$ cat src/rtl/ads_sample_capture_pkg.sv
// rtl/ads_sample_capture_pkg.sv - shared constants, FSM states and timer helpers for ADS sample capture
package ads_sample_capture_pkg;

    // Line geometry, shared with the AFE control stage.
    localparam int CH_NUM = 64;
    localparam int DW     = 16;
    localparam int CH_W   = $clog2(CH_NUM);
    localparam int CNT_W  = $clog2(CH_NUM + 1);

    // Default ADS timing in CLK_100M cycles.
    localparam int T_SETTLE     = 10;
    localparam int T_CONVST     = 3;
    localparam int BUSY_TMO     = 60;
    localparam int SCLK_DIV     = 2;
    localparam int BUSY_MIN_GAP = 2;

    localparam int TMR_W = 7;

    typedef logic [TMR_W-1:0] tmr_t;
    typedef logic [CNT_W-1:0] cnt_t;

    typedef enum logic [2:0] {
        ST_IDLE,
        ST_SETTLE,
        ST_CONV,
        ST_WAIT_BUSY,
        ST_SHIFT,
        ST_DONE
    } state_e;

    // Terminal timer value for a phase that lasts 'cycles' clocks.
    function automatic tmr_t tmr_last(input int cycles);
        return tmr_t'(cycles - 1);
    endfunction

endpackage

$ cat src/rtl/ads_sample_capture_if.sv
// rtl/ads_sample_capture_if.sv - tagged sample output handshake towards line assembly
interface ads_sample_capture_if;
    import ads_sample_capture_pkg::*;

    logic            SMP_VALID;
    logic            SMP_READY;
    logic [DW-1:0]   SMP_DATA;
    logic [CH_W-1:0] SMP_CH;
    logic            SMP_LAST;

    modport master (
        output SMP_VALID,
        output SMP_DATA,
        output SMP_CH,
        output SMP_LAST,
        input  SMP_READY
    );

    modport slave (
        input  SMP_VALID,
        input  SMP_DATA,
        input  SMP_CH,
        input  SMP_LAST,
        output SMP_READY
    );

endinterface

$ cat src/rtl/ads_serial_rx.sv
// rtl/ads_serial_rx.sv - CS_N/SCLK generator and MSB-first DW-bit shifter for the ADS readout
module ads_serial_rx
    import ads_sample_capture_pkg::*;
(
    input  logic          clk,
    input  logic          rst_n,
    input  logic          start,
    input  logic          sdo,
    output logic          cs_n,
    output logic          sclk,
    output logic          done,
    output logic [DW-1:0] data
);
    localparam int DIV_W = (SCLK_DIV > 1) ? $clog2(SCLK_DIV) : 1;
    localparam int BIT_W = $clog2(DW + 1);
    localparam logic [DIV_W-1:0] DIV_LAST = DIV_W'(SCLK_DIV - 1);
    localparam logic [BIT_W-1:0] BITS_ALL = BIT_W'(DW);

    logic             active_q, active_d;
    logic             cs_n_q, cs_n_d;
    logic             sclk_q, sclk_d;
    logic             done_q, done_d;
    logic [DIV_W-1:0] div_q, div_d;
    logic [BIT_W-1:0] bit_q, bit_d;
    logic [DW-1:0]    shreg_q, shreg_d;

    // SCLK toggles every SCLK_DIV cycles; data captured on rise, frame closes after the last fall.
    always_comb begin
        active_d = active_q;
        cs_n_d   = cs_n_q;
        sclk_d   = sclk_q;
        done_d   = 1'b0;
        div_d    = div_q;
        bit_d    = bit_q;
        shreg_d  = shreg_q;
        if (start && !active_q) begin
            active_d = 1'b1;
            cs_n_d   = 1'b0;
            sclk_d   = 1'b0;
            div_d    = '0;
            bit_d    = '0;
        end else if (active_q) begin
            if (div_q == DIV_LAST) begin
                div_d = '0;
                if (!sclk_q) begin
                    sclk_d  = 1'b1;
                    shreg_d = {shreg_q[DW-2:0], sdo};
                    bit_d   = bit_q + 1'b1;
                end else begin
                    sclk_d = 1'b0;
                    if (bit_q == BITS_ALL) begin
                        active_d = 1'b0;
                        cs_n_d   = 1'b1;
                        done_d   = 1'b1;
                    end
                end
            end else begin
                div_d = div_q + 1'b1;
            end
        end
    end

    // Serial state; chip select and clock park inactive on reset.
    always_ff @(posedge clk or negedge rst_n) begin
        if (!rst_n) begin
            active_q <= 1'b0;
            cs_n_q   <= 1'b1;
            sclk_q   <= 1'b0;
            done_q   <= 1'b0;
            div_q    <= '0;
            bit_q    <= '0;
            shreg_q  <= '0;
        end else begin
            active_q <= active_d;
            cs_n_q   <= cs_n_d;
            sclk_q   <= sclk_d;
            done_q   <= done_d;
            div_q    <= div_d;
            bit_q    <= bit_d;
            shreg_q  <= shreg_d;
        end
    end

    assign cs_n = cs_n_q;
    assign sclk = sclk_q;
    assign done = done_q;
    assign data = shreg_q;

endmodule

$ cat src/rtl/ads_sample_capture.sv
// rtl/ads_sample_capture.sv - ADS settle/convert/readout sequencer emitting tagged samples; option macro ADS_CAPTURE_TEST_PATTERN_EN
module ads_sample_capture
    import ads_sample_capture_pkg::*;
(
    input  logic CLK_100M,
    input  logic CLK_RST_N,
    input  logic ADS_INIT_OK,
    input  logic AFE_CLK,
    input  logic AFE_IRST,
    output logic ADS_CONVST,
    input  logic ADS_BUSY,
    output logic ADS_CS_N,
    output logic ADS_SCLK,
    input  logic ADS_SDO,
    ads_sample_capture_if.master smp,
    output logic ERR_OVF,
    output logic ERR_TMO
);
    localparam tmr_t SETTLE_LAST = tmr_last(T_SETTLE);
    localparam tmr_t CONVST_LAST = tmr_last(T_CONVST);
    localparam tmr_t TMO_LAST    = tmr_last(BUSY_TMO);
    localparam tmr_t BUSY_GAP    = tmr_t'(BUSY_MIN_GAP);
    localparam cnt_t CNT_FULL    = cnt_t'(CH_NUM);
    localparam cnt_t CNT_LAST    = cnt_t'(CH_NUM - 1);

    state_e          state_q, state_d;
    tmr_t            tmr_q, tmr_d;
    cnt_t            cnt_q, cnt_d;
    logic            afe_clk_q, afe_clk_d;
    logic            irst_q, irst_d;
    logic            busy_s1_q, busy_s1_d;
    logic            busy_s2_q, busy_s2_d;
    logic            convst_q, convst_d;
    logic            valid_q, valid_d;
    logic [DW-1:0]   data_q, data_d;
    logic [CH_W-1:0] ch_q, ch_d;
    logic            last_q, last_d;
    logic            err_ovf_q, err_ovf_d;
    logic            err_tmo_q, err_tmo_d;

    logic            afe_rise, irst_rise;
    logic            rx_start, rx_done, load, cnt_inc;
    logic [DW-1:0]   rx_data, sample;

`ifdef ADS_CAPTURE_TEST_PATTERN_EN
    logic [DW-CH_W-1:0] line_cnt_q, line_cnt_d;

    // Line counter advances on every integrator reset so each line carries a distinct pattern.
    always_comb begin
        line_cnt_d = irst_rise ? line_cnt_q + 1'b1 : line_cnt_q;
    end

    always_ff @(posedge CLK_100M or negedge CLK_RST_N) begin
        if (!CLK_RST_N) line_cnt_q <= '0;
        else            line_cnt_q <= line_cnt_d;
    end

    assign sample = {line_cnt_q, cnt_q[CH_W-1:0]};
`else
    assign sample = rx_data;
`endif

    assign afe_rise  = AFE_CLK & ~afe_clk_q;
    assign irst_rise = AFE_IRST & ~irst_q;

    ads_serial_rx u_rx (
        .clk   (CLK_100M),
        .rst_n (CLK_RST_N),
        .start (rx_start),
        .sdo   (ADS_SDO),
        .cs_n  (ADS_CS_N),
        .sclk  (ADS_SCLK),
        .done  (rx_done),
        .data  (rx_data)
    );

    // Input edge history and two-stage BUSY synchroniser.
    always_comb begin
        afe_clk_d = AFE_CLK;
        irst_d    = AFE_IRST;
        busy_s1_d = ADS_BUSY;
        busy_s2_d = busy_s1_q;
    end

    // Capture sequencer: next state, phase timer, channel counter and error flags.
    always_comb begin
        state_d   = state_q;
        tmr_d     = tmr_q;
        rx_start  = 1'b0;
        load      = 1'b0;
        cnt_inc   = 1'b0;
        err_ovf_d = err_ovf_q;
        err_tmo_d = err_tmo_q;
        case (state_q)
            ST_IDLE: begin
                if (afe_rise && ADS_INIT_OK && (cnt_q < CNT_FULL)) begin
                    state_d = ST_SETTLE;
                    tmr_d   = '0;
                end
            end
            ST_SETTLE: begin
                if (tmr_q == SETTLE_LAST) begin
                    state_d = ST_CONV;
                    tmr_d   = '0;
                end else begin
                    tmr_d = tmr_q + 1'b1;
                end
            end
            ST_CONV: begin
                if (tmr_q == CONVST_LAST) begin
                    state_d = ST_WAIT_BUSY;
                    tmr_d   = '0;
                end else begin
                    tmr_d = tmr_q + 1'b1;
                end
            end
            ST_WAIT_BUSY: begin
                // Ignore BUSY for a short gap: the synchronised copy may still show the pre-conversion level.
                if (!busy_s2_q && (tmr_q >= BUSY_GAP)) begin
                    state_d  = ST_SHIFT;
                    rx_start = 1'b1;
                end else if (tmr_q == TMO_LAST) begin
                    state_d   = ST_IDLE;
                    err_tmo_d = 1'b1;
                    cnt_inc   = 1'b1;
                end else begin
                    tmr_d = tmr_q + 1'b1;
                end
            end
            ST_SHIFT: begin
                if (rx_done) state_d = ST_DONE;
            end
            ST_DONE: begin
                state_d = ST_IDLE;
                cnt_inc = 1'b1;
                if (!valid_q || smp.SMP_READY) load = 1'b1;
                else                          err_ovf_d = 1'b1;
            end
            default: state_d = ST_IDLE;
        endcase

        // A new line restarts channel numbering without disturbing a conversion in flight.
        cnt_d = cnt_q;
        if (irst_rise)                        cnt_d = '0;
        else if (cnt_inc && cnt_q != CNT_FULL) cnt_d = cnt_q + 1'b1;

        convst_d = (state_d == ST_CONV);
    end

    // Output register: hold until accepted; a load in the accept cycle replaces the data.
    always_comb begin
        valid_d = valid_q;
        data_d  = data_q;
        ch_d    = ch_q;
        last_d  = last_q;
        if (load) begin
            valid_d = 1'b1;
            data_d  = sample;
            ch_d    = cnt_q[CH_W-1:0];
            last_d  = (cnt_q == CNT_LAST);
        end else if (valid_q && smp.SMP_READY) begin
            valid_d = 1'b0;
        end
    end

    // All sequencer and output state; reset forces every pin to its idle level.
    always_ff @(posedge CLK_100M or negedge CLK_RST_N) begin
        if (!CLK_RST_N) begin
            state_q   <= ST_IDLE;
            tmr_q     <= '0;
            cnt_q     <= '0;
            afe_clk_q <= 1'b0;
            irst_q    <= 1'b0;
            busy_s1_q <= 1'b0;
            busy_s2_q <= 1'b0;
            convst_q  <= 1'b0;
            valid_q   <= 1'b0;
            data_q    <= '0;
            ch_q      <= '0;
            last_q    <= 1'b0;
            err_ovf_q <= 1'b0;
            err_tmo_q <= 1'b0;
        end else begin
            state_q   <= state_d;
            tmr_q     <= tmr_d;
            cnt_q     <= cnt_d;
            afe_clk_q <= afe_clk_d;
            irst_q    <= irst_d;
            busy_s1_q <= busy_s1_d;
            busy_s2_q <= busy_s2_d;
            convst_q  <= convst_d;
            valid_q   <= valid_d;
            data_q    <= data_d;
            ch_q      <= ch_d;
            last_q    <= last_d;
            err_ovf_q <= err_ovf_d;
            err_tmo_q <= err_tmo_d;
        end
    end

    assign ADS_CONVST    = convst_q;
    assign smp.SMP_VALID = valid_q;
    assign smp.SMP_DATA  = data_q;
    assign smp.SMP_CH    = ch_q;
    assign smp.SMP_LAST  = last_q;
    assign ERR_OVF       = err_ovf_q;
    assign ERR_TMO       = err_tmo_q;

endmodule

$ cat src/flat_wrapper.sv
// flat-port wrapper written by rule: the top's interface ports become plain ports
module ads_sample_capture_flat import ads_sample_capture_pkg::*;
  (CLK_100M, CLK_RST_N, ADS_INIT_OK, AFE_CLK, AFE_IRST, ADS_CONVST, ADS_BUSY, ADS_CS_N, ADS_SCLK, ADS_SDO, ERR_OVF, ERR_TMO, smp_SMP_VALID, smp_SMP_DATA, smp_SMP_CH, smp_SMP_LAST, smp_SMP_READY);
  ads_sample_capture_if smp_i ();
  input  logic CLK_100M;
  input  logic CLK_RST_N;
  input  logic ADS_INIT_OK;
  input  logic AFE_CLK;
  input  logic AFE_IRST;
  output logic ADS_CONVST;
  input  logic ADS_BUSY;
  output logic ADS_CS_N;
  output logic ADS_SCLK;
  input  logic ADS_SDO;
  output logic ERR_OVF;
  output logic ERR_TMO;
  output wire logic [$bits(smp_i.SMP_VALID)-1:0] smp_SMP_VALID;
  output wire logic [$bits(smp_i.SMP_DATA)-1:0] smp_SMP_DATA;
  output wire logic [$bits(smp_i.SMP_CH)-1:0] smp_SMP_CH;
  output wire logic [$bits(smp_i.SMP_LAST)-1:0] smp_SMP_LAST;
  input wire logic [$bits(smp_i.SMP_READY)-1:0] smp_SMP_READY;
  assign smp_SMP_VALID = smp_i.SMP_VALID;
  assign smp_SMP_DATA = smp_i.SMP_DATA;
  assign smp_SMP_CH = smp_i.SMP_CH;
  assign smp_SMP_LAST = smp_i.SMP_LAST;
  assign smp_i.SMP_READY = smp_SMP_READY;
  ads_sample_capture u_core (.CLK_100M(CLK_100M), .CLK_RST_N(CLK_RST_N), .ADS_INIT_OK(ADS_INIT_OK), .AFE_CLK(AFE_CLK), .AFE_IRST(AFE_IRST), .ADS_CONVST(ADS_CONVST), .ADS_BUSY(ADS_BUSY), .ADS_CS_N(ADS_CS_N), .ADS_SCLK(ADS_SCLK), .ADS_SDO(ADS_SDO), .smp(smp_i), .ERR_OVF(ERR_OVF), .ERR_TMO(ERR_TMO));
endmodule
$ cat config.mk
export PLATFORM = sky130hd
export DESIGN_NAME = ads_sample_capture_flat
export DESIGN_NICKNAME = d
export VERILOG_FILES = /design/src/rtl/ads_sample_capture_pkg.sv /design/src/rtl/ads_sample_capture_if.sv /design/src/rtl/ads_serial_rx.sv /design/src/rtl/ads_sample_capture.sv /design/src/flat_wrapper.sv
export SDC_FILE = /design/constraint.sdc
export NUM_CORES = 1
export LEC_CHECK = 0
export CAP_MARGIN = 40
export CORE_ASPECT_RATIO = 0.6
export CORE_UTILIZATION = 56
export CTS_BUF_LIST = sky130_fd_sc_hd__clkbuf_16
export DETAILED_ROUTE_END_ITERATION = 12
export PLACE_DENSITY_LB_ADDON = 0.08
export SLEW_MARGIN = 20
export SYNTH_ARGS = -nofsm -noshare
export SYNTH_HDL_FRONTEND = slang
export SYNTH_HIERARCHICAL = 1
export SYNTH_SLANG_ARGS = --single-unit
export TNS_END_PERCENT = 10
$ cat constraint.sdc
create_clock -name CLK_100M -period 2.3 [get_ports CLK_100M]
set_input_delay 0.575 -clock CLK_100M [delete_from_list [all_inputs] [get_ports CLK_100M]]
set_output_delay 0.575 -clock CLK_100M [all_outputs]
set_load 0.005 [all_outputs]
==> out/metrics.csv <==
metric,value,unit
grt_start_max_net_pins,41,
finalCoreUtilization,72.75,%
worst_r2r_endpoint,u_core/tmr_q[5]$_DFFE_PN0P_,
num-nets-final,360,
mappedNetlistNets,312,
max_slew.worst_pin.slew,0.6972,ns
io_buffer_count,36,
fp.dieW,101.9,um
fin_crit_sh,92.99,%
drive_above_1_share,19.71,%
ctsHtreeMaxLevel,3,
clkPwrFrac,31.2,%
instances_no_fill,430,
worst_ep_arrival_time,2.35,ns
max_cap_violations,0,
setup.worst_path.class,reg2reg,
number_of_iterations_in_the_first_detailed_routing_pass,4,
power.share.switching,31.66,%
final_max_slew_viol_count,0,
route.final.wire_length,6244,um
final_worst_path_period_need,2.139,ns
final_setup_violation_count,0,
number_of_buffers_inserted_during_clock_tree_synthesis,9,
timing.slew.headroom,53.38,%
grt_use_total,22.61,%
clock_tree.buffer_depth,2,
worst_r2r_path_depth,7,
global_route.overflow_total,0,
r2r_start,u_core/tmr_q[0]$_DFFE_PN0P_,
timing.critical_path.cells,"inv_1, ha_1, nor3_2, a211oi_1, nand3b_4, nor2_2, a221o_1",
endpoint_kind,register,
antenna_found_initial,0,
post_synth_inst_count,297,
worst-path-buf-inv,1,
ys_ff_latch,74,
insertion_delay,0.33,ns
number_of_flops_mapped_to_enable_cells_by_yosys,0,
synth_most_common_cell,sky130_fd_sc_hd__dfrtp_1,
core_area,5675,um^2
power.ir.vdd_worst,0.0006936,V
flip_flop_cell_with_the_highest_count_after_synthesis,sky130_fd_sc_hd__dfrtp_1,
cellInternalPower,2.965,mW
floorplan.io_pins,37,
worst_path_max_delay_cell,sky130_fd_sc_hd__a211oi_1,
avgSynthCellArea,11.28,um^2
vias_per_cell,5.421,
post-route-cell-area,4129,um^2
floorplan.rows,21,
gp_congestion,0.8745,
dpl_worst_slack,-0.03592,ns
final.setup.tns,0,ns
drcViolationCount,0,
cts_tree,yes,
postCtsHoldBufs,0,
setup_ws,0.1612,ns
share_of_the_synthesized_area_in_the_top_cell_type,54.52,%
design.die.area,6307,um^2
critPathRequiredTime,2.51,ns
clkSlewWorstSetupHoldPaths,0.06,ns
netlist_area,3351,um^2
leakage_dissipation,2.011,nW
hold-worst-slack,0.2751,ns
postSynth.asyncResetShare,100.0,%
cellPowerDensity,1051,nW/um^2
p_total,4.339,mW
n_fill_cell,418,
worst-r2r-setup-slack,0.16,ns
synth_common_cells,"73 x sky130_fd_sc_hd__dfrtp_1, 64 x sky130_fd_sc_hd__nand2_1, 24 x sky130_fd_sc_hd__mux2_2",
synth-warning-count,6,
grt_setup_unrepaired,no,
cp_top_family,compound AO/OA/AOI/OAI gates,
clock-root-buffer,sky130_fd_sc_hd__clkbuf_16,
critPathMaxStageDelay,0.59,ns
placed_area,3830,um^2
drt_first_iter_violations,127,
post_synth_main_area_contributors,"sky130_fd_sc_hd__dfrtp_1 55%, sky130_fd_sc_hd__mux2_2 8.1%, sky130_fd_sc_hd__nand2_1 7.2%",
comb_power_share,27.1,%
maximum_fanout_count_along_the_critical_path,6,
share_seq_of_total_power,41.7,%
post-synth-top-area-cell,sky130_fd_sc_hd__dfrtp_1,
die_y,61.92,um
fin_skew,0.005430,ns
power_switching,1.374,mW
ant_nets,0,
initial_core_util,59.04,%
dr_total_vias,2331,
critical_path.startpoint_type,register,
area_grow_syn2layout,23.23,%
yosys.cell_types.count,54,
first_global_vias,2145,
hold_violations,0,
dp.final_hpwl,4426,um
min_path_type,in2async,
max_clock_freq,467.5,MHz
wire_length_of_the_first_global_routing_pass,10300,um
seq_area_frac_synth,55.30,%
placed_cells_incl_taps,414,
status,finished clean,
cts.sink_count,74,
wl_per_cell,14.52,um
antennaDiodeCount,0,
[per-layer routing]
metal | track usage [%] | part of all wire, %
met1 | 32.10 | 49
met2 | 33.01 | 45
met3 | 7.159 | 5.1
met4 | 8.571 | 0.70
met5 | 0 | 0
[final cells by class]
class | instances | area (um^2) | area share [%]
Clock inverter | 7 | 68.82 | 1.667
Timing Repair Buffer | 46 | 442.9 | 10.73
Sequential cell | 74 | 1853 | 44.88
Multi-Input combinational cell | 204 | 1401 | 33.94
Tap cell | 80 | 100.1 | 2.424
Clock buffer | 9 | 225.2 | 5.455
Inverter | 10 | 37.54 | 0.9091
[state kept, by name, indices dropped and copies added (netlist names)]
register / count
u_core/busy_s1_q: 1
u_core/busy_s2_q: 1
u_core/smp.SMP_VALID: 1
u_core/smp.SMP_DATA: 16
u_core/u_rx/div_q: 1
u_core/afe_clk_q: 1
u_core/irst_q: 1
u_core/ERR_OVF: 1
u_core/state_q: 3
u_core/ERR_TMO: 1
u_core/u_rx/sclk: 1
u_core/tmr_q: 7
u_core/u_rx/active_q: 1
u_core/u_rx/bit_q: 5
u_core/u_rx/done: 1
u_core/u_rx/cs_n: 1
u_core/u_rx/data: 16
u_core/ADS_CONVST: 1
u_core/smp.SMP_LAST: 1
u_core/smp.SMP_CH: 6
u_core/cnt_q: 7
[what timing repair did]
| action | 4_1_cts | 5_1_grt |
|---|---|---|
| buffers inserted | 0 | 0 |
| setup endpoints to repair | 0 | 1 |
| gates resized for setup | 0 | 1 |
[worst max path at each step]
stage / from / endpoint / depth (start not counted)
2_1_floorplan: u_core/tmr_q[0]$_DFFE_PN0P_ / u_core/cnt_q[5]$_DFFE_PN0P_ / 7
3_5_place_dp: ADS_INIT_OK / u_core/tmr_q[2]$_DFFE_PN0P_ / 7
5_1_grt: ADS_INIT_OK / u_core/tmr_q[2]$_DFFE_PN0P_ / 7
4_1_cts: u_core/tmr_q[0]$_DFFE_PN0P_ / u_core/tmr_q[2]$_DFFE_PN0P_ / 7
6_report: u_core/tmr_q[0]$_DFFE_PN0P_ / u_core/tmr_q[5]$_DFFE_PN0P_ / 7
3_3_place_gp: ADS_INIT_OK / u_core/tmr_q[2]$_DFFE_PN0P_ / 7
[power groups by stage]
stage,combinational [mW],sequential [mW],clock [mW]
4_1_cts,1.18,1.80,1.40
5_1_grt,1.32,1.85,1.45
6_report,1.17,1.81,1.35
2_1_floorplan,0.835,1.75,0
3_3_place_gp,1.13,1.82,0
3_5_place_dp,1.16,1.82,0
[cells in the final DEF (no fill, tap or decap), drive strengths merged, types with 4 or more instances in the layout]
cell	n
dfrtp	73
nand2	65
clkdlybuf4s50	35
mux2	24
nor2	15
inv	11
buf	11
clkbuf	9
nand3	8
nand2b	7
ha	7
o21ai	7
mux2i	5
xnor2	5
a22o	5
and3b	4
[cell families after synthesis]
group / after synthesis / share of synthesized area (%)
xor gates and xnor gates: 6 / 1.568
buffers and inverters: 19 / 3.024
muxes: 29 / 9.559
DFF: 74 / 55.30
AOI/OAI and AO/OA: 31 / 7.207
and+or+nand+nor: 131 / 20.72
adders and majority gates: 7 / 2.614
Note: power is estimated with default switching activity, not from simulation.
